[config.mk]
export PLATFORM = sky130hd
export DESIGN_NAME = arm_bus_master_flat
export DESIGN_NICKNAME = d
export VERILOG_FILES = /design/src/rtl/arm_bus_pkg.sv /design/src/rtl/arm_bus_master_if.sv /design/src/rtl/arm_bus_be_cmp.sv /design/src/rtl/arm_bus_master.sv /design/src/flat_wrapper.sv
export SDC_FILE = /design/constraint.sdc
export NUM_CORES = 1
export LEC_CHECK = 0
export CORE_MARGIN = 2
export CORE_UTILIZATION = 30
export DETAILED_ROUTE_END_ITERATION = 8
export SLEW_MARGIN = 20
export SYNTH_ARGS = -nofsm -noshare
export SYNTH_HDL_FRONTEND = slang
export SYNTH_SLANG_ARGS = --single-unit
export TNS_END_PERCENT = 1
[constraint.sdc]
create_clock -name clk -period 1.9 [get_ports clk]
set_clock_uncertainty 0.2 [all_clocks]
set_input_delay 0.475 -clock clk [delete_from_list [all_inputs] [get_ports clk]]
set_output_delay 0.475 -clock clk [all_outputs]
set_load 0.02 [all_outputs]
[src/rtl/arm_bus_pkg.sv]
// arm_bus_pkg: shared definitions for the ARM-style chip-select/strobe bus master.
//   - state_e        : master FSM states (V* states exist only with ARM_BUS_MASTER_VERIFY_EN)
//   - ADDR_W/DATA_W/BE_W : bus widths
//   - STROBE_IDLE_N / AS_IDLE : idle levels of the strobes and chip select
//   - SLAVE_RESET_VAL : reset value of the slave register files (for benches)
//   - be_to_mask()   : expands byte enables into a 32-bit bit mask
package arm_bus_pkg;

    localparam int ADDR_W = 24;
    localparam int DATA_W = 32;
    localparam int BE_W   = 4;

    localparam logic STROBE_IDLE_N = 1'b1;
    localparam logic AS_IDLE       = 1'b0;

    localparam logic [DATA_W-1:0] SLAVE_RESET_VAL = 32'hfee1_dead;

    typedef enum logic [2:0] {
        ST_IDLE    = 3'd0,
        ST_SETUP   = 3'd1,
        ST_STROBE  = 3'd2,
        ST_WAIT    = 3'd3,
        ST_RESP    = 3'd4
`ifdef ARM_BUS_MASTER_VERIFY_EN
        ,
        ST_VSETUP  = 3'd5,
        ST_VSTROBE = 3'd6,
        ST_VWAIT   = 3'd7
`endif
    } state_e;

    function automatic logic [DATA_W-1:0] be_to_mask(input logic [BE_W-1:0] be);
        logic [DATA_W-1:0] m;
        m = {DATA_W{1'b0}};
        for (int i = 0; i < BE_W; i++) begin
            m[i*8 +: 8] = {8{be[i]}};
        end
        return m;
    endfunction

endpackage

[src/rtl/arm_bus_master_if.sv]
// arm_bus_master_if: command, response and slave-bus signals of arm_bus_master.
//   modport master : the bus master's view (commands in, responses and bus strobes out)
//   modport slave  : the environment's view (command source, response sink, slave side)
interface arm_bus_master_if;
    import arm_bus_pkg::*;

    logic              cmd_valid;
    logic              cmd_ready;
    logic              cmd_write;
    logic [ADDR_W-1:0] cmd_addr;
    logic [DATA_W-1:0] cmd_wdata;
    logic [BE_W-1:0]   cmd_be;
    logic              rsp_valid;
    logic              rsp_ready;
    logic [DATA_W-1:0] rsp_rdata;
    logic              rsp_err;
    logic [ADDR_W-1:0] bus_address;
    logic [DATA_W-1:0] bus_wdata;
    logic [DATA_W-1:0] bus_rdata;
    logic [BE_W-1:0]   bus_be;
    logic              bus_as;
    logic              bus_rs_n;
    logic              bus_ws_n;

    modport master (
        input  cmd_valid, cmd_write, cmd_addr, cmd_wdata, cmd_be, rsp_ready, bus_rdata,
        output cmd_ready, rsp_valid, rsp_rdata, rsp_err,
        output bus_address, bus_wdata, bus_be, bus_as, bus_rs_n, bus_ws_n
    );

    modport slave (
        output cmd_valid, cmd_write, cmd_addr, cmd_wdata, cmd_be, rsp_ready, bus_rdata,
        input  cmd_ready, rsp_valid, rsp_rdata, rsp_err,
        input  bus_address, bus_wdata, bus_be, bus_as, bus_rs_n, bus_ws_n
    );
endinterface

[src/rtl/arm_bus_be_cmp.sv]
// arm_bus_be_cmp: byte-masked 32-bit compare used by write verification.
//   a, b     : words to compare
//   be       : byte enables; only enabled bytes take part (be = 0 never mismatches)
//   mismatch : 1 when any enabled byte differs
module arm_bus_be_cmp
    import arm_bus_pkg::*;
(
    input  logic [DATA_W-1:0] a,
    input  logic [DATA_W-1:0] b,
    input  logic [BE_W-1:0]   be,
    output logic              mismatch
);
    assign mismatch = |((a ^ b) & be_to_mask(be));
endmodule

[src/rtl/arm_bus_master.sv]
// arm_bus_master: single-outstanding initiator for the ARM-style chip-select/strobe bus.
//   Parameters: STROBE_CYCLES (1..15) strobe low time, READ_LAT (1..15) strobe release to capture.
//   Ports: clk, rst_n (async, active-low), bif (arm_bus_master_if.master: cmd_*, rsp_*, bus_*).
//   Optional feature macro: ARM_BUS_MASTER_VERIFY_EN -- every write is read back and
//   compared on the enabled bytes; rsp_err flags a mismatch. Without it rsp_err is 0.
//   All outputs are registered: next-state values are decoded from the next FSM state.
module arm_bus_master
    import arm_bus_pkg::*;
#(
    parameter int unsigned STROBE_CYCLES = 32'd2,
    parameter int unsigned READ_LAT      = 32'd1
) (
    input  logic             clk,
    input  logic             rst_n,
    arm_bus_master_if.master bif
);
    localparam logic [3:0] STROBE_LOAD = 4'(STROBE_CYCLES - 32'd1);
    localparam logic [3:0] LAT_LOAD    = 4'(READ_LAT - 32'd1);

    state_e            state_r, state_s;
    logic [3:0]        cnt_r, cnt_s;
    logic              wr_r;
    logic              accept_s;
    logic              cmd_ready_r, cmd_ready_s;
    logic              rsp_valid_r, rsp_valid_s;
    logic              rsp_err_r, rsp_err_s;
    logic [DATA_W-1:0] rsp_rdata_r, rsp_rdata_s;
    logic              bus_as_r, bus_as_s;
    logic              bus_rs_n_r, bus_rs_n_s;
    logic              bus_ws_n_r, bus_ws_n_s;
    logic [ADDR_W-1:0] bus_address_r;
    logic [DATA_W-1:0] bus_wdata_r;
    logic [BE_W-1:0]   bus_be_r;

    assign accept_s = bif.cmd_valid & cmd_ready_r;

`ifdef ARM_BUS_MASTER_VERIFY_EN
    logic mismatch_s;

    // The written word and byte enables are still held on the bus outputs during readback.
    arm_bus_be_cmp u_be_cmp (
        .a        (bif.bus_rdata),
        .b        (bus_wdata_r),
        .be       (bus_be_r),
        .mismatch (mismatch_s)
    );
`endif

    // Next-state and strobe/latency down-counter.
    always_comb begin
        state_s = state_r;
        cnt_s   = cnt_r;
        case (state_r)
            ST_IDLE: begin
                if (accept_s) state_s = ST_SETUP;
                else          state_s = ST_IDLE;
            end
            ST_SETUP: begin
                state_s = ST_STROBE;
                cnt_s   = STROBE_LOAD;
            end
            ST_STROBE: begin
                if (cnt_r != 4'd0) begin
                    cnt_s = cnt_r - 4'd1;
                end else if (!wr_r) begin
                    state_s = ST_WAIT;
                    cnt_s   = LAT_LOAD;
                end else begin
`ifdef ARM_BUS_MASTER_VERIFY_EN
                    state_s = ST_VSETUP;
`else
                    state_s = ST_RESP;
`endif
                end
            end
            ST_WAIT: begin
                if (cnt_r != 4'd0) cnt_s   = cnt_r - 4'd1;
                else               state_s = ST_RESP;
            end
            ST_RESP: begin
                if (bif.rsp_ready) state_s = ST_IDLE;
                else               state_s = ST_RESP;
            end
`ifdef ARM_BUS_MASTER_VERIFY_EN
            ST_VSETUP: begin
                state_s = ST_VSTROBE;
                cnt_s   = STROBE_LOAD;
            end
            ST_VSTROBE: begin
                if (cnt_r != 4'd0) begin
                    cnt_s = cnt_r - 4'd1;
                end else begin
                    state_s = ST_VWAIT;
                    cnt_s   = LAT_LOAD;
                end
            end
            ST_VWAIT: begin
                if (cnt_r != 4'd0) cnt_s   = cnt_r - 4'd1;
                else               state_s = ST_RESP;
            end
`endif
            default: begin
                state_s = ST_IDLE;
                cnt_s   = 4'd0;
            end
        endcase
    end

    // Output values for the cycle after the coming edge, decoded from the next state.
    always_comb begin
        bus_as_s    = AS_IDLE;
        bus_rs_n_s  = STROBE_IDLE_N;
        bus_ws_n_s  = STROBE_IDLE_N;
        cmd_ready_s = (state_s == ST_IDLE);
        rsp_valid_s = (state_s == ST_RESP);
        case (state_s)
            ST_SETUP, ST_WAIT: begin
                bus_as_s = 1'b1;
            end
            ST_STROBE: begin
                bus_as_s = 1'b1;
                if (wr_r) bus_ws_n_s = 1'b0;
                else      bus_rs_n_s = 1'b0;
            end
`ifdef ARM_BUS_MASTER_VERIFY_EN
            ST_VSETUP, ST_VWAIT: begin
                bus_as_s = 1'b1;
            end
            ST_VSTROBE: begin
                bus_as_s   = 1'b1;
                bus_rs_n_s = 1'b0;
            end
`endif
            default: begin
                bus_as_s = AS_IDLE;
            end
        endcase
    end

    // Response data/error: capture on the edge that ends the last (V)WAIT cycle.
    always_comb begin
        rsp_rdata_s = rsp_rdata_r;
        rsp_err_s   = rsp_err_r;
        if ((state_r == ST_WAIT) && (state_s == ST_RESP)) begin
            rsp_rdata_s = bif.bus_rdata;
        end else if ((state_r == ST_STROBE) && (state_s == ST_RESP)) begin
            rsp_rdata_s = {DATA_W{1'b0}};
`ifdef ARM_BUS_MASTER_VERIFY_EN
        end else if ((state_r == ST_VWAIT) && (state_s == ST_RESP)) begin
            rsp_rdata_s = bif.bus_rdata;
            rsp_err_s   = mismatch_s;
`endif
        end else begin
            rsp_rdata_s = rsp_rdata_r;
        end
`ifdef ARM_BUS_MASTER_VERIFY_EN
        if (accept_s) rsp_err_s = 1'b0;
        else          rsp_err_s = rsp_err_s;
`else
        rsp_err_s = 1'b0;
`endif
    end

    // State, counter, command latch and registered outputs.
    always_ff @(posedge clk or negedge rst_n) begin
        if (!rst_n) begin
            state_r       <= ST_IDLE;
            cnt_r         <= 4'd0;
            wr_r          <= 1'b0;
            cmd_ready_r   <= 1'b1;
            rsp_valid_r   <= 1'b0;
            rsp_err_r     <= 1'b0;
            rsp_rdata_r   <= {DATA_W{1'b0}};
            bus_as_r      <= AS_IDLE;
            bus_rs_n_r    <= STROBE_IDLE_N;
            bus_ws_n_r    <= STROBE_IDLE_N;
            bus_address_r <= {ADDR_W{1'b0}};
            bus_wdata_r   <= {DATA_W{1'b0}};
            bus_be_r      <= {BE_W{1'b0}};
        end else begin
            state_r     <= state_s;
            cnt_r       <= cnt_s;
            cmd_ready_r <= cmd_ready_s;
            rsp_valid_r <= rsp_valid_s;
            rsp_err_r   <= rsp_err_s;
            rsp_rdata_r <= rsp_rdata_s;
            bus_as_r    <= bus_as_s;
            bus_rs_n_r  <= bus_rs_n_s;
            bus_ws_n_r  <= bus_ws_n_s;
            if (accept_s) begin
                wr_r          <= bif.cmd_write;
                bus_address_r <= bif.cmd_addr;
                bus_wdata_r   <= bif.cmd_wdata;
                bus_be_r      <= bif.cmd_be;
            end
        end
    end

    assign bif.cmd_ready   = cmd_ready_r;
    assign bif.rsp_valid   = rsp_valid_r;
    assign bif.rsp_err     = rsp_err_r;
    assign bif.rsp_rdata   = rsp_rdata_r;
    assign bif.bus_as      = bus_as_r;
    assign bif.bus_rs_n    = bus_rs_n_r;
    assign bif.bus_ws_n    = bus_ws_n_r;
    assign bif.bus_address = bus_address_r;
    assign bif.bus_wdata   = bus_wdata_r;
    assign bif.bus_be      = bus_be_r;

endmodule

[src/flat_wrapper.sv]
// flat-port wrapper written by rule: the top's interface ports become plain ports
module arm_bus_master_flat import arm_bus_pkg::*;
#(
    parameter int unsigned STROBE_CYCLES = 32'd2,
    parameter int unsigned READ_LAT      = 32'd1
)
  (clk, rst_n, bif_cmd_valid, bif_cmd_write, bif_cmd_addr, bif_cmd_wdata, bif_cmd_be, bif_rsp_ready, bif_bus_rdata, bif_cmd_ready, bif_rsp_valid, bif_rsp_rdata, bif_rsp_err, bif_bus_address, bif_bus_wdata, bif_bus_be, bif_bus_as, bif_bus_rs_n, bif_bus_ws_n);
  arm_bus_master_if bif_i ();
  input  logic clk;
  input  logic rst_n;
  input wire logic [$bits(bif_i.cmd_valid)-1:0] bif_cmd_valid;
  input wire logic [$bits(bif_i.cmd_write)-1:0] bif_cmd_write;
  input wire logic [$bits(bif_i.cmd_addr)-1:0] bif_cmd_addr;
  input wire logic [$bits(bif_i.cmd_wdata)-1:0] bif_cmd_wdata;
  input wire logic [$bits(bif_i.cmd_be)-1:0] bif_cmd_be;
  input wire logic [$bits(bif_i.rsp_ready)-1:0] bif_rsp_ready;
  input wire logic [$bits(bif_i.bus_rdata)-1:0] bif_bus_rdata;
  output wire logic [$bits(bif_i.cmd_ready)-1:0] bif_cmd_ready;
  output wire logic [$bits(bif_i.rsp_valid)-1:0] bif_rsp_valid;
  output wire logic [$bits(bif_i.rsp_rdata)-1:0] bif_rsp_rdata;
  output wire logic [$bits(bif_i.rsp_err)-1:0] bif_rsp_err;
  output wire logic [$bits(bif_i.bus_address)-1:0] bif_bus_address;
  output wire logic [$bits(bif_i.bus_wdata)-1:0] bif_bus_wdata;
  output wire logic [$bits(bif_i.bus_be)-1:0] bif_bus_be;
  output wire logic [$bits(bif_i.bus_as)-1:0] bif_bus_as;
  output wire logic [$bits(bif_i.bus_rs_n)-1:0] bif_bus_rs_n;
  output wire logic [$bits(bif_i.bus_ws_n)-1:0] bif_bus_ws_n;
  assign bif_i.cmd_valid = bif_cmd_valid;
  assign bif_i.cmd_write = bif_cmd_write;
  assign bif_i.cmd_addr = bif_cmd_addr;
  assign bif_i.cmd_wdata = bif_cmd_wdata;
  assign bif_i.cmd_be = bif_cmd_be;
  assign bif_i.rsp_ready = bif_rsp_ready;
  assign bif_i.bus_rdata = bif_bus_rdata;
  assign bif_cmd_ready = bif_i.cmd_ready;
  assign bif_rsp_valid = bif_i.rsp_valid;
  assign bif_rsp_rdata = bif_i.rsp_rdata;
  assign bif_rsp_err = bif_i.rsp_err;
  assign bif_bus_address = bif_i.bus_address;
  assign bif_bus_wdata = bif_i.bus_wdata;
  assign bif_bus_be = bif_i.bus_be;
  assign bif_bus_as = bif_i.bus_as;
  assign bif_bus_rs_n = bif_i.bus_rs_n;
  assign bif_bus_ws_n = bif_i.bus_ws_n;
  arm_bus_master #(.STROBE_CYCLES(STROBE_CYCLES), .READ_LAT(READ_LAT)) u_core (.clk(clk), .rst_n(rst_n), .bif(bif_i));
endmodule
==> flow_summary_export.csv, run 1 <==
group,metric,value,unit
logic_synthesis,synthXorXnorAreaFrac,0,
power_and_ir_drop,powerDensity,1680,nW/µm²
logic_synthesis,avgSynthCellArea,15.6,µm²
global_routing,antenna_found_initial,0,
floorplan,io_pins,195,
floorplan,die_h,121,µm
logic_synthesis,async_reset_ff_frac,1.00,
logic_synthesis,synthAdderAreaFrac,0.00614,
logic_synthesis,synth_top_area_cell,"dfrtp_1",
clocking,clk_pin_slew,0.06,ns
routing,ant_nets,0,
worst_setup_path,worstPathArrival,1.17,ns
place,port_buffers,193,
global_routing,grt_pass1_wl,15.6,mm
global_routing,grt_max_degree,40,
power_and_ir_drop,p_leak,0.00303,µW
logic_synthesis,ys_top_cells_by_count,"dfrtp_1 (102), mux2_2 (61), a22o_2 (25), a22o_1 (7), buf_2 (7)",
sta,finalHoldViolCount,0,
worst_setup_path,critPathRequiredTime,1.22,ns
clocking,cts_buffers,9,
global_routing,grt_usage,0.140,
logic_synthesis,yosys_warnings,0,
worst_setup_path,crit_path_top_delay_cell,"dfstp_2",
sta,final_max_slew_viol_count,0,
logic_synthesis,synth-simple-area-share,0.0408,
clocking,root_buffer,"clkbuf_16",
logic_synthesis,synthMuxAreaShare,0.168,
floorplan,initial_core_util,0.308,
logic_synthesis,synth.yosys.seq_area_share,0.645,
place,post-place-ws,-0.151,ns
logic_synthesis,synthFlopType,"dfrtp_1",
sta,setup_slack,0.0530,ns
layout,layout-drive-gt1-share,0.284,
layout,area_growth,60.9,%
logic_synthesis,synth_area,4080,µm²
clocking,h-tree-depth,3,
logic_synthesis,ys_top_cells_by_area,"dfrtp_1 (63%), mux2_2 (17%), a22o_2 (6.1%)",
worst_setup_path,crit_buf_inv,1,
sta,fin_crit,1.85,ns
logic_synthesis,synth_compound_area_frac,0.105,
worst_setup_path,critPathLaunchType,"register",
layout,final_util,0.496,
logic_synthesis,syn_inst,262,
min_path,hold_path_class,"register to register",
logic_synthesis,synth_top_area_frac,0.626,
clocking,cts_tree,"done",
worst_setup_path,path_depth,1,
floorplan,dieArea,14500,µm²
routing,wl,10.5,mm
routing,drt_iter0_drc,122,
worst_setup_path,path_cells,"dlygate4sd2_1",
sta,period_share,0.972,
min_path,whs_path_depth,1,
sta,fmax,541,MHz
worst_setup_path,path_class,"register to output port",
logic_synthesis,synth_edf_count,0,
logic_synthesis,ys_ff_latch,105,
routing,routed_via_density,4.58,
logic_synthesis,synth_top_family_by_area,"multiplexers",
logic_synthesis,syn-num-nets,361,
worst_setup_path,cpLargestDelayFamily,"flip-flops",
place,place.gp.congestion,0.765,
routing,first_pass_iters,6,
logic_synthesis,synth.most_common_cell,"dfrtp_1",
place,hpwl,7.33,mm
sta,setup_viol,0,
run_status,outcome,"finished, final reports clean",
layout,antennaDiodeCount,0,
clocking,clkSinkCount,105,
global_routing,grt_overflow,0,
routing,drc,0,
floorplan,die_width,121,µm
layout,nets,570,
logic_synthesis,yosysUniqueCellTypes,36,
worst_setup_path,r2r_cells,6,
worst_setup_path,critPathMaxStageDelay,0.51,ns
routing,wl_per_cell,16.1,µm
global_routing,first_global_vias,3071,
floorplan,core_area,13200,µm²
worst_setup_path,crit_path_end_kind,"output port",
clocking,cts_buffer_depth,2,
clocking,clk_latency,0.34,ns
worst_setup_path,path_max_fanout,1,
sta,hold_ws,0.298,ns
power_and_ir_drop,vdd_drop_max,0.674,mV
routing,num_vias,2981,
flow_run,maxCapViolCount,0,
floorplan,rows,42,
==> final cells by class <==
cell class              instances  area (µm²)
fillers                      1226        6680
flip-flops and latches        105        2630
repair buffers                214        2070
multi-input cells             137        1330
clock buffers                  13         260
well taps                     176         220
clock inverters                 2        37.5
inverters                       4        15.0
==> flip-flops by register name, indices dropped and copies added (netlist names) <==
name	flops
u_core.bif.bus_address	24
u_core.bif.bus_as	1
u_core.bif.bus_be	4
u_core.bif.bus_rs_n	1
u_core.bif.bus_wdata	32
u_core.bif.bus_ws_n	1
u_core.bif.cmd_ready	1
u_core.bif.rsp_rdata	32
u_core.bif.rsp_valid	1
u_core.cnt_r	4
u_core.state_r	3
u_core.wr_r	1
==> final timing paths <==
check                                           from                        end  slack [ns]
min in group asynchronous                      rst_n  u_core.bif.bus_address[4]        0.46
setup reg to reg                     u_core.cnt_r[0]   u_core.bif.rsp_rdata[23]        0.08
hold reg to reg            u_core.bif.bus_address[7]  u_core.bif.bus_address[7]        0.30
hold / removal             u_core.bif.bus_address[7]  u_core.bif.bus_address[7]        0.30
max in group asynchronous                      rst_n        u_core.bif.bus_rs_n        0.58
setup / recovery                 u_core.bif.bus_rs_n               bif_bus_rs_n        0.05
==> cells by family after synthesis <==
family | Yosys count
flip-flops | 105
multiplexers | 61
AO/OA/AOI/OAI | 49
AND/OR/NAND/NOR | 24
buffers and inverters | 20
adder cells (fa/ha/maj) | 2
other | 1
==> metrics by stage <==
step | instances | power, µW | area (µm²) | setup TNS, ns
CTS | 643 | 11000 | 6450 | 0
global route | 651 | 11700 | 6560 | -0.151
detailed placement | 627 | 9770 | 6260 | -6.38
finish | 651 | 11000 | 6560 | 0
global placement | 627 | 9670 | 6260 | -5.92
floorplan | 262 | 6970 | 4080 | 0
==> power breakdown <==
group	switching (µW)	internal (µW)	leakage (µW)
clock network	784	1090	0.000142
logic	2760	2550	0.00160
registers	519	3330	0.00129
==> layer usage <==
| metal | part of all wire | global-route usage |
|---|---|---|
| met2 | 0.48 | 0.224 |
| met5 | 0 | 0 |
| met1 | 0.41 | 0.171 |
| met3 | 0.090 | 0.0505 |
| met4 | 0.017 | 0.0567 |
==> placed cells by master, fill, tap and decap left out, types with 2 or more instances in the layout <==
cell and count:
dfrtp_1 102, dlygate4sd2_1 96, clkdlybuf4s50_1 95, mux2_2 61
a22o_2 25, buf_4 13, clkbuf_16 11, a22o_1 7
buf_12 5, nor2_1 4, nand2b_1 4, a31oi_1 3
a21oi_1 3, o22ai_1 3, dfstp_2 3, inv_2 2
inv_1 2, or3b_2 2, a32o_1 2, o21ai_0 2
nand2_1 2, clkbuf_8 2, clkbuf_1 2
==> what timing repair did <==
item,CTS,global route
endpoints found under the setup margin,97,35
gates cloned,0,3
buffers inserted,0,5
resized for setup,98,6
pin swaps,0,2
hold endpoints to repair,70,0
hold buffers,1,0
Note: power is estimated with default switching activity, not from simulation.
==> run 2: changes to the inputs <==
Settings changed: SYNTH_HIERARCHICAL set to 1.
==> run 2 against run 1 <==
Effect of this change:
- global-route usage grew 0.97 points
- flip-flop and latch count unchanged
- first-iteration DRC count increased by 8.2%
- worst setup slack got worse by 0.0030 ns
- worst hold slack worse by 0.0026 ns
- sequential share of layout area up 0.64 points
- design area decreased by 1.6%
==> flow_summary_export.csv, run 2 <==
group,metric,value,unit
logic_synthesis,synth.yosys.seq_area_share,0.659,
logic_synthesis,syn-num-nets,364,
clocking,cts_buffers,9,
logic_synthesis,synth.most_common_cell,"dfrtp_1",
power_and_ir_drop,vdd_drop_max,0.706,mV
worst_setup_path,worstReg2RegEnd,"u_core/cnt_r[0]",
floorplan,rows,42,
worst_setup_path,path_cells,"dlygate4sd2_1",
logic_synthesis,yosys_warnings,6,
sta,rsz0062_at_grt,"true",
floorplan,io_pins,195,
logic_synthesis,synth_area,3990,µm²
routing,ant_nets,0,
power_and_ir_drop,p_comb_frac,0.491,
routing,num_vias,2948,
clocking,clk_pin_slew,0.07,ns
worst_setup_path,critPathLaunchType,"register",
run_status,outcome,"finished, final reports clean",
layout,layout-drive-gt1-share,0.227,
power_and_ir_drop,internal-power,6760,µW
clocking,cts_tree,"done",
routing,wl_per_cell,16.1,µm
clocking,clk_latency,0.34,ns
routing,routed_via_density,4.52,
global_routing,grt_usage,0.149,
layout,area_growth,61.9,%
layout,final_util,0.492,
place,place_area,6250,µm²
worst_setup_path,path_class,"register to output port",
sta,period_share,0.974,
logic_synthesis,synth_top_area_frac,0.640,
place,place.gp.congestion,0.753,
floorplan,core_area,13100,µm²
power_and_ir_drop,swShare,0.377,
worst_setup_path,regToRegSetupSlack,0.06,ns
logic_synthesis,synth_top_area_cell,"dfrtp_1",
clocking,clkSinkCount,105,
routing,drt_iter0_drc,132,
routing,wl,10.5,mm
logic_synthesis,ys_top_cells_by_area,"dfrtp_1 (64%), mux2_2 (17%), a22o_1 (7.0%)",
sta,fin_crit,1.85,ns
layout,final_cell_mix,"dfrtp_1 (102), clkdlybuf4s50_1 (95), dlygate4sd2_1 (95), mux2_2 (61), a22o_1 (32)",
worst_setup_path,crit_path_top_delay_cell,"dfstp_2",
floorplan,initial_core_util,0.304,
worst_setup_path,r2r-start,"u_core/cnt_r[1]",
sta,hold_ws,0.295,ns
logic_synthesis,yosysUniqueCellTypes,35,
routing,first_pass_iters,4,
worst_setup_path,critPathMaxStageDelay,0.51,ns
power_and_ir_drop,powerDensity,1680,nW/µm²
worst_setup_path,crit_buf_inv,1,
logic_synthesis,ys_top_cells_by_count,"dfrtp_1 (102), mux2_2 (61), a22o_1 (32), clkbuf_1 (8)",
place,port_buffers,193,
sta,final_max_slew_viol_count,0,
global_routing,grt_pass1_wl,16.4,mm
global_routing,antenna_found_initial,0,
flow_run,maxCapViolCount,0,
clocking,cts_buffer_depth,2,
min_path,hp-start,"u_core/bif.rsp_rdata[26]",
clocking,root_buffer,"clkbuf_16",
place,hpwl,7.72,mm
global_routing,grt_overflow,0,
floorplan,die_width,119,µm
logic_synthesis,syn_inst,265,
floorplan,die_h,119,µm
layout,layout.cells.most_common,"dfrtp_1",
logic_synthesis,synthFlopType,"dfrtp_1",
global_routing,first_global_vias,3133,
routing,drc,0,
min_path,holdPathEnd,"u_core/bif.rsp_rdata[26]",
min_path,hold_path_class,"register to register",
logic_synthesis,avgSynthCellArea,15.1,µm²
sta,fmax,541,MHz
layout,antennaDiodeCount,0,
sta,setup_viol,0,
logic_synthesis,ys_ff_latch,105,
layout,fin_area,6460,µm²
power_and_ir_drop,p_clk_frac,0.153,
logic_synthesis,synth_edf_count,0,
worst_setup_path,crit_path_end_kind,"output port",
sta,finalHoldViolCount,0,
floorplan,dieArea,14200,µm²
logic_synthesis,async_reset_ff_frac,1.00,
power_and_ir_drop,p_leak,0.00299,µW
worst_setup_path,worstPathArrival,1.17,ns
clocking,h-tree-depth,3,
power_and_ir_drop,switchingPower,4090,µW
global_routing,grt_max_degree,42,
worst_setup_path,path_max_fanout,1,
min_path,whs_path_depth,1,
worst_setup_path,cpLargestDelayFamily,"flip-flops",
worst_setup_path,critPathRequiredTime,1.22,ns
power_and_ir_drop,seqPwrFrac,0.356,
worst_setup_path,r2r_cells,5,
layout,nets,570,
-- run 2: cell type report --
type / instances / area (µm²)
Clock buffer: 12 / 236
Clock inverter: 4 / 20.0
Fill cell: 1221 / 6680
Inverter: 2 / 7.51
Multi-Input combinational cell: 141 / 1290
Sequential cell: 105 / 2630
Tap cell: 176 / 220
Timing Repair Buffer: 212 / 2050
-- run 2: what timing repair did --
action / in CTS / in global routing
setup endpoints to repair: 97 / 38
hold endpoints to repair: 23 / 0
resized for setup: 97 / 11
hold buffers: 1 / 0
setup buffers: 0 / 1
cloned: 0 / 1
pin swaps: 0 / 1
-- run 2: kinds of logic after synthesis --
group / after synthesis / synth area share
xor gates and xnor gates: 1 / 0.00220
and+or+nand+nor: 28 / 0.0398
DFF: 105 / 0.659
adders and majority gates: 2 / 0.00627
muxes: 61 / 0.172
other: 1 / 0.000940
buffers and inverters: 19 / 0.0229
AOI/OAI and AO/OA: 48 / 0.0963
-- run 2: power groups by stage --
stage | Sequential (µW) | Clock (µW) | Combinational [µW]
finish | 3860 | 1660 | 5320
global route | 4010 | 1820 | 5680
global placement | 3900 | 0 | 5930
CTS | 3870 | 1720 | 5290
detailed placement | 3930 | 0 | 5990
floorplan | 5170 | 0 | 1780
-- run 2: worst max path at each step --
stage / start / endpoint / slack [ns] / depth (start not counted)
2_1_floorplan: u_core/cnt_r[0] / u_core/bif.rsp_rdata[10] / 0.06 / 6
3_3_place_gp: bif_cmd_valid / u_core/bif.bus_address[3] / -0.06 / 4
3_5_place_dp: bif_cmd_valid / u_core/bif.bus_address[7] / -0.07 / 4
4_1_cts: u_core/bif.cmd_ready / bif_cmd_ready / 0.002 / 1
5_1_grt: u_core/cnt_r[1] / u_core/state_r[0] / -0.01 / 7
6_report: u_core/bif.bus_rs_n / bif_bus_rs_n / 0.05 / 1
-- run 2: layer usage --
layer	track usage	share of wire
met4	0.0669	0.026
met5	0	0
met1	0.177	0.40
met3	0.0388	0.051
met2	0.255	0.52
-- run 2: metrics by stage --
| step | power [µW] | worst slack, ns | cells | TNS [ns] |
|---|---|---|---|---|
| 2_1_floorplan | 6940 | 0.0590 | 265 | 0 |
| 3_3_place_gp | 9840 | -0.0570 | 633 | -2.77 |
| 3_5_place_dp | 9920 | -0.0700 | 633 | -2.84 |
| 4_1_cts | 10900 | 0.00193 | 650 | 0 |
| 5_1_grt | 11500 | -0.0112 | 652 | -0.0255 |
| 6_report | 10800 | 0.0501 | 652 | 0 |
==> run 3: changes to the inputs <==
Settings changed: PLACE_DENSITY_LB_ADDON set to 0.2.
==> run 3 against run 2 <==
Effect of this change:
- fmax down 1.1%
- power up 3.6%
- combinational power down 2%
- largest cell class unchanged
==> flow_summary_export.csv, run 3 (same netlist as run 2, synthesis figures left out) <==
group,metric,value,unit
run_status,outcome,"finished, final reports clean",
floorplan,dieArea,14200,µm²
global_routing,grt_max_degree,41,
sta,fin_crit,1.87,ns
floorplan,io_pins,195,
layout,layout.cells.most_common,"dfrtp_1",
sta,setup_slack,0.0296,ns
place,place_area,6280,µm²
power_and_ir_drop,p_leak,0.00303,µW
layout,fin_area,6550,µm²
sta,rsz0062_at_grt,"true",
routing,ant_nets,0,
flow_run,maxCapViolCount,0,
floorplan,initial_core_util,0.304,
place,post-place-ws,-0.0896,ns
routing,drc,0,
layout,area_growth,64.2,%
place,port_buffers,193,
routing,first_pass_iters,4,
sta,fmax,535,MHz
power_and_ir_drop,total_power,11200,µW
clocking,clk_latency,0.35,ns
power_and_ir_drop,vdd_drop_max,0.607,mV
power_and_ir_drop,powerDensity,1720,nW/µm²
floorplan,die_width,119,µm
min_path,hold_path_class,"register to register",
global_routing,grt_pass1_wl,15.9,mm
routing,wl_per_cell,15.2,µm
worst_setup_path,worstPathArrival,1.94,ns
global_routing,grt_usage,0.145,
clocking,h-tree-depth,3,
global_routing,grt_overflow,0,
sta,setup_viol,0,
worst_setup_path,critPathRequiredTime,1.97,ns
floorplan,die_h,119,µm
worst_setup_path,path_class,"register to register",
clocking,clkSinkCount,105,
worst_setup_path,crit_path_end_kind,"register",
clocking,cts_tree,"done",
clocking,clk_pin_slew,0.07,ns
sta,final_max_slew_viol_count,0,
routing,wl,9.92,mm
global_routing,antenna_found_initial,0,
routing,drt_iter0_drc,98,
clocking,cts_buffers,9,
place,hpwl,7.29,mm
routing,routed_via_density,4.50,
layout,final_cell_mix,"dfrtp_1 (102), clkdlybuf4s50_1 (95), dlygate4sd2_1 (94), mux2_2 (61), a22o_1 (32)",
sta,setup_tns,0,ns
floorplan,core_area,13100,µm²
floorplan,rows,42,
sta,finalHoldViolCount,0,
worst_setup_path,path_max_fanout,3,
clocking,cts_buffer_depth,2,
routing,num_vias,2936,
global_routing,first_global_vias,3110,
layout,layout-drive-gt1-share,0.231,
place,place.gp.congestion,0.768,
clocking,root_buffer,"clkbuf_16",
layout,antennaDiodeCount,0,
sta,period_share,0.984,
worst_setup_path,critPathLaunchType,"register",
layout,nets,571,
==> run 3: worst max-delay path, cell delays in order, from the launching register on <==
cell and delay, ns:
dfrtp_1 0.39, inv_1 0.08, ha_2 0.18, or3b_1 0.36
or4_1 0.49, o221ai_2 0.08
==> run 3: cell type report <==
class / instances / area [µm²]
well taps: 176 / 220
fillers: 1216 / 6590
clock inverters: 5 / 103
multi-input cells: 141 / 1300
flip-flops and latches: 105 / 2630
inverters: 2 / 7.51
repair buffers: 213 / 2050
clock buffers: 11 / 243
==> run 3: through the flow <==
step                       util  hold slack, ns  cells
after CTS                 0.496           0.303    652
after global placement    0.478           0.238    635
after global routing      0.499           0.309    653
after floorplan               -         -0.0206    265
final                     0.499           0.299    653
after detailed placement  0.478           0.243    635
==> run 3: what timing repair did <==
action	4_1_cts	5_1_grt
pin swaps	0	2
resized for setup	99	8
endpoints found under the setup margin	97	38
hold buffers	1	0
hold endpoints to repair	23	0
buffers inserted	0	1
==> run 3: report_power, final <==
group          total [µW]  internal [µW]  switching (µW)
clock network        2120           1320             799
logic                5240           2490            2750
registers            3870           3350             520
==> run 3: per-layer routing <==
layer,vias up,wire (µm),global-route usage
li1,1369,-,-
met1,1426,4150,0.173
met2,117,4660,0.228
met3,24,703,0.0426
met4,0,403,0.0963
met5,-,0,0
==> run 3: worst paths after layout <==
path,from,to,slack [ns],depth (start not counted)
max in group asynchronous,rst_n,u_core/bif.cmd_ready,0.55,3
hold reg to reg,u_core/bif.bus_be[2],u_core/bif.bus_be[2],0.30,1
min in group asynchronous,rst_n,u_core/bif.rsp_rdata[5],0.41,2
hold / removal,u_core/bif.bus_be[2],u_core/bif.bus_be[2],0.30,1
setup reg to reg,u_core/cnt_r[1],u_core/cnt_r[0],0.03,5
setup / recovery,u_core/cnt_r[1],u_core/cnt_r[0],0.03,5
==> RTL change: new RTL, settings of run 2 <==
Add a define of `ARM_BUS_MASTER_VERIFY_EN`.
--- a/src/rtl/arm_bus_pkg.sv
+++ b/src/rtl/arm_bus_pkg.sv
@@ -4,6 +4,8 @@
 //   - STROBE_IDLE_N / AS_IDLE : idle levels of the strobes and chip select
 //   - SLAVE_RESET_VAL : reset value of the slave register files (for benches)
 //   - be_to_mask()   : expands byte enables into a 32-bit bit mask
+`define ARM_BUS_MASTER_VERIFY_EN
+
 package arm_bus_pkg;
 
     localparam int ADDR_W = 24;
Function: changed (a bounded check fails within 10 cycles, from zero or initial values and one cycle with rst_n low).
==> RTL change against run 2 <==
Final area grew 11%; synthesized area grew 15%; maximum frequency shrank 2.3%; setup slack lost 0.043 ns; sequential cell count grew 1; hold slack gained 0.0084 ns; clock power grew 30%; sequential power grew 6.7%; wire length grew 14%; die area grew 14%; power grew 11%; register-to-register slack lost 0.05 ns; via count grew 9.6%; critical path type is now flop to flop.
==> RTL change: results (changes against run 2) <==
[yosys]
synth_nets=403  ; +11%
ys_seq_area_share_pct=58.0  ; -7.9 points
syn_area_per_cell_um2=15.0  ; -0.31%
ys_warn_count=6  ; unchanged
yosysUniqueCellTypes=36  ; +2.9%
synth_top_cells_by_area=dfrtp_1 (56%), mux2_2 (16%), mux2_4 (9.2%)
synth_commonest_cells=dfrtp_1 (103), mux2_2 (65), xnor2_1 (32), mux2_4 (28), nand4_1 (9)

[outcome]
run_status=complete, no violations

[placed_design]
io_buffers=194  ; +0.52%
dp_hpwl_mm=8.71  ; +13%
dp.cells=695  ; +9.8%
place_ws_ns=-0.246  ; -0.176 ns
postPlaceCellArea_um2=6900  ; +10%
gp_congestion=0.741  ; -1.5%

[critical_path]
crit_fanout=17  ; +16
cp_data_arrival_time_ns=1.92  ; +0.75 ns
slowest_delay_ns=0.39  ; -0.12 ns
slowest_stage=dfrtp_1
crit_family=simple AND/OR/NAND/NOR gates

[power_and_ir_drop]
p_leak_uw=0.00311  ; +4.2%
vdd_drop_max_mv=0.654  ; -7.4%
p_int_uw=7620  ; +13%

[global_route]
grt_pass1_wl_mm=18.8  ; +14%
grt_usage_pct=14.9  ; about the same
grt_pass1_vias=3589  ; +15%
grt_start_max_net_pins=56  ; +33%
antenna_found_initial=0  ; unchanged

[detailed_routing]
via_count=3231  ; +9.6%
drt_iter0_drc=118  ; -11%
wl_per_cell_um=16.8  ; +4.6%

[finish]
nets=617  ; +8.2%
antenna_cells=0  ; unchanged
layout-drive-gt1-share_pct=28.1  ; +5.4 points
stdcell_count=712  ; +9.2%
final.fill_count=1374  ; +13%

-- RTL change: changes by cell type after synthesis, moves of 3 or more --
| cell | before | now |
|---|---|---|
| a211oi_1 | 3 | 0 |
| a21oi_1 | 6 | 2 |
| a22o_1 | 32 | 0 |
| buf_12 | 0 | 3 |
| clkbuf_1 | 8 | 4 |
| inv_1 | 2 | 5 |
| mux2_2 | 61 | 65 |
| mux2_4 | 0 | 28 |
| nand4_1 | 0 | 9 |
| nor2_1 | 7 | 2 |
| o211ai_1 | 0 | 4 |
| o21ai_1 | 0 | 4 |
| xnor2_1 | 1 | 32 |
-- RTL change: layer usage --
layer / vias up / global-route usage (%) / part of all wire (%)
li1: 1506 / - / -
met1: 1594 / 18.1 / 43
met2: 120 / 24.6 / 48
met3: 11 / 5.07 / 7.6
met4: 0 / 5.75 / 1.4
met5: - / 0 / 0
-- RTL change: cells by family after synthesis --
family          Yosys count  synth area share [%]
flops                   106                  58.0
mux                      94                  25.4
xor+xnor                 32                  6.12
simple gates             31                  3.94
compound gates           22                  3.31
buf+inv                  19                  2.95
fa+ha+maj                 1                 0.273
-- RTL change: layout make-up --
cell class / count / area share [%]
Clock buffer: 9 / 3.15
Sequential cell: 106 / 37.1
Clock inverter: 7 / 1.64
Multi-Input combinational cell: 180 / 25.6
Tap cell: 188 / 3.29
Timing Repair Buffer: 217 / 28.9
Inverter: 5 / 0.262
-- RTL change: what timing repair did --
action / CTS / global route
endpoints found under the setup margin: 130 / 34
gates cloned: 0 / 0
gates resized for setup: 104 / 3
pin swaps: 1 / 0
buffers inserted: 0 / 0
hold endpoints to repair: 103 / 0
hold buffers: 1 / 0
-- RTL change: final timing paths --
kind	endpoint	from	depth (start not counted)	slack, ns
min in group asynchronous	u_core/bif.rsp_err	rst_n	3	0.46
max in group asynchronous	u_core/bif.bus_ws_n	rst_n	3	0.72
min reg2reg	u_core/bif.bus_address[18]	u_core/bif.bus_address[18]	1	0.30
max reg2reg	u_core/bif.rsp_rdata[26]	u_core/cnt_r[0]	6	0.007
max	u_core/bif.rsp_rdata[26]	u_core/cnt_r[0]	6	0.007
min	u_core/bif.bus_address[18]	u_core/bif.bus_address[18]	1	0.30
-- RTL change: power by group through the flow --
stage	sequential [uW]	combinational [uW]	clock (uW)
floorplan	5430	2190	0
global placement	4160	6520	0
detailed placement	4200	6560	0
CTS	4140	5880	2220
global route	4290	6200	2310
finish	4120	5800	2160
-- RTL change: metrics by stage --
step	setup TNS [ns]	util, %
global route	-2.75	47.6
CTS	-0.411	47.5
detailed placement	-7.20	45.9
floorplan	0	-
global placement	-5.75	45.9
finish	0	47.6
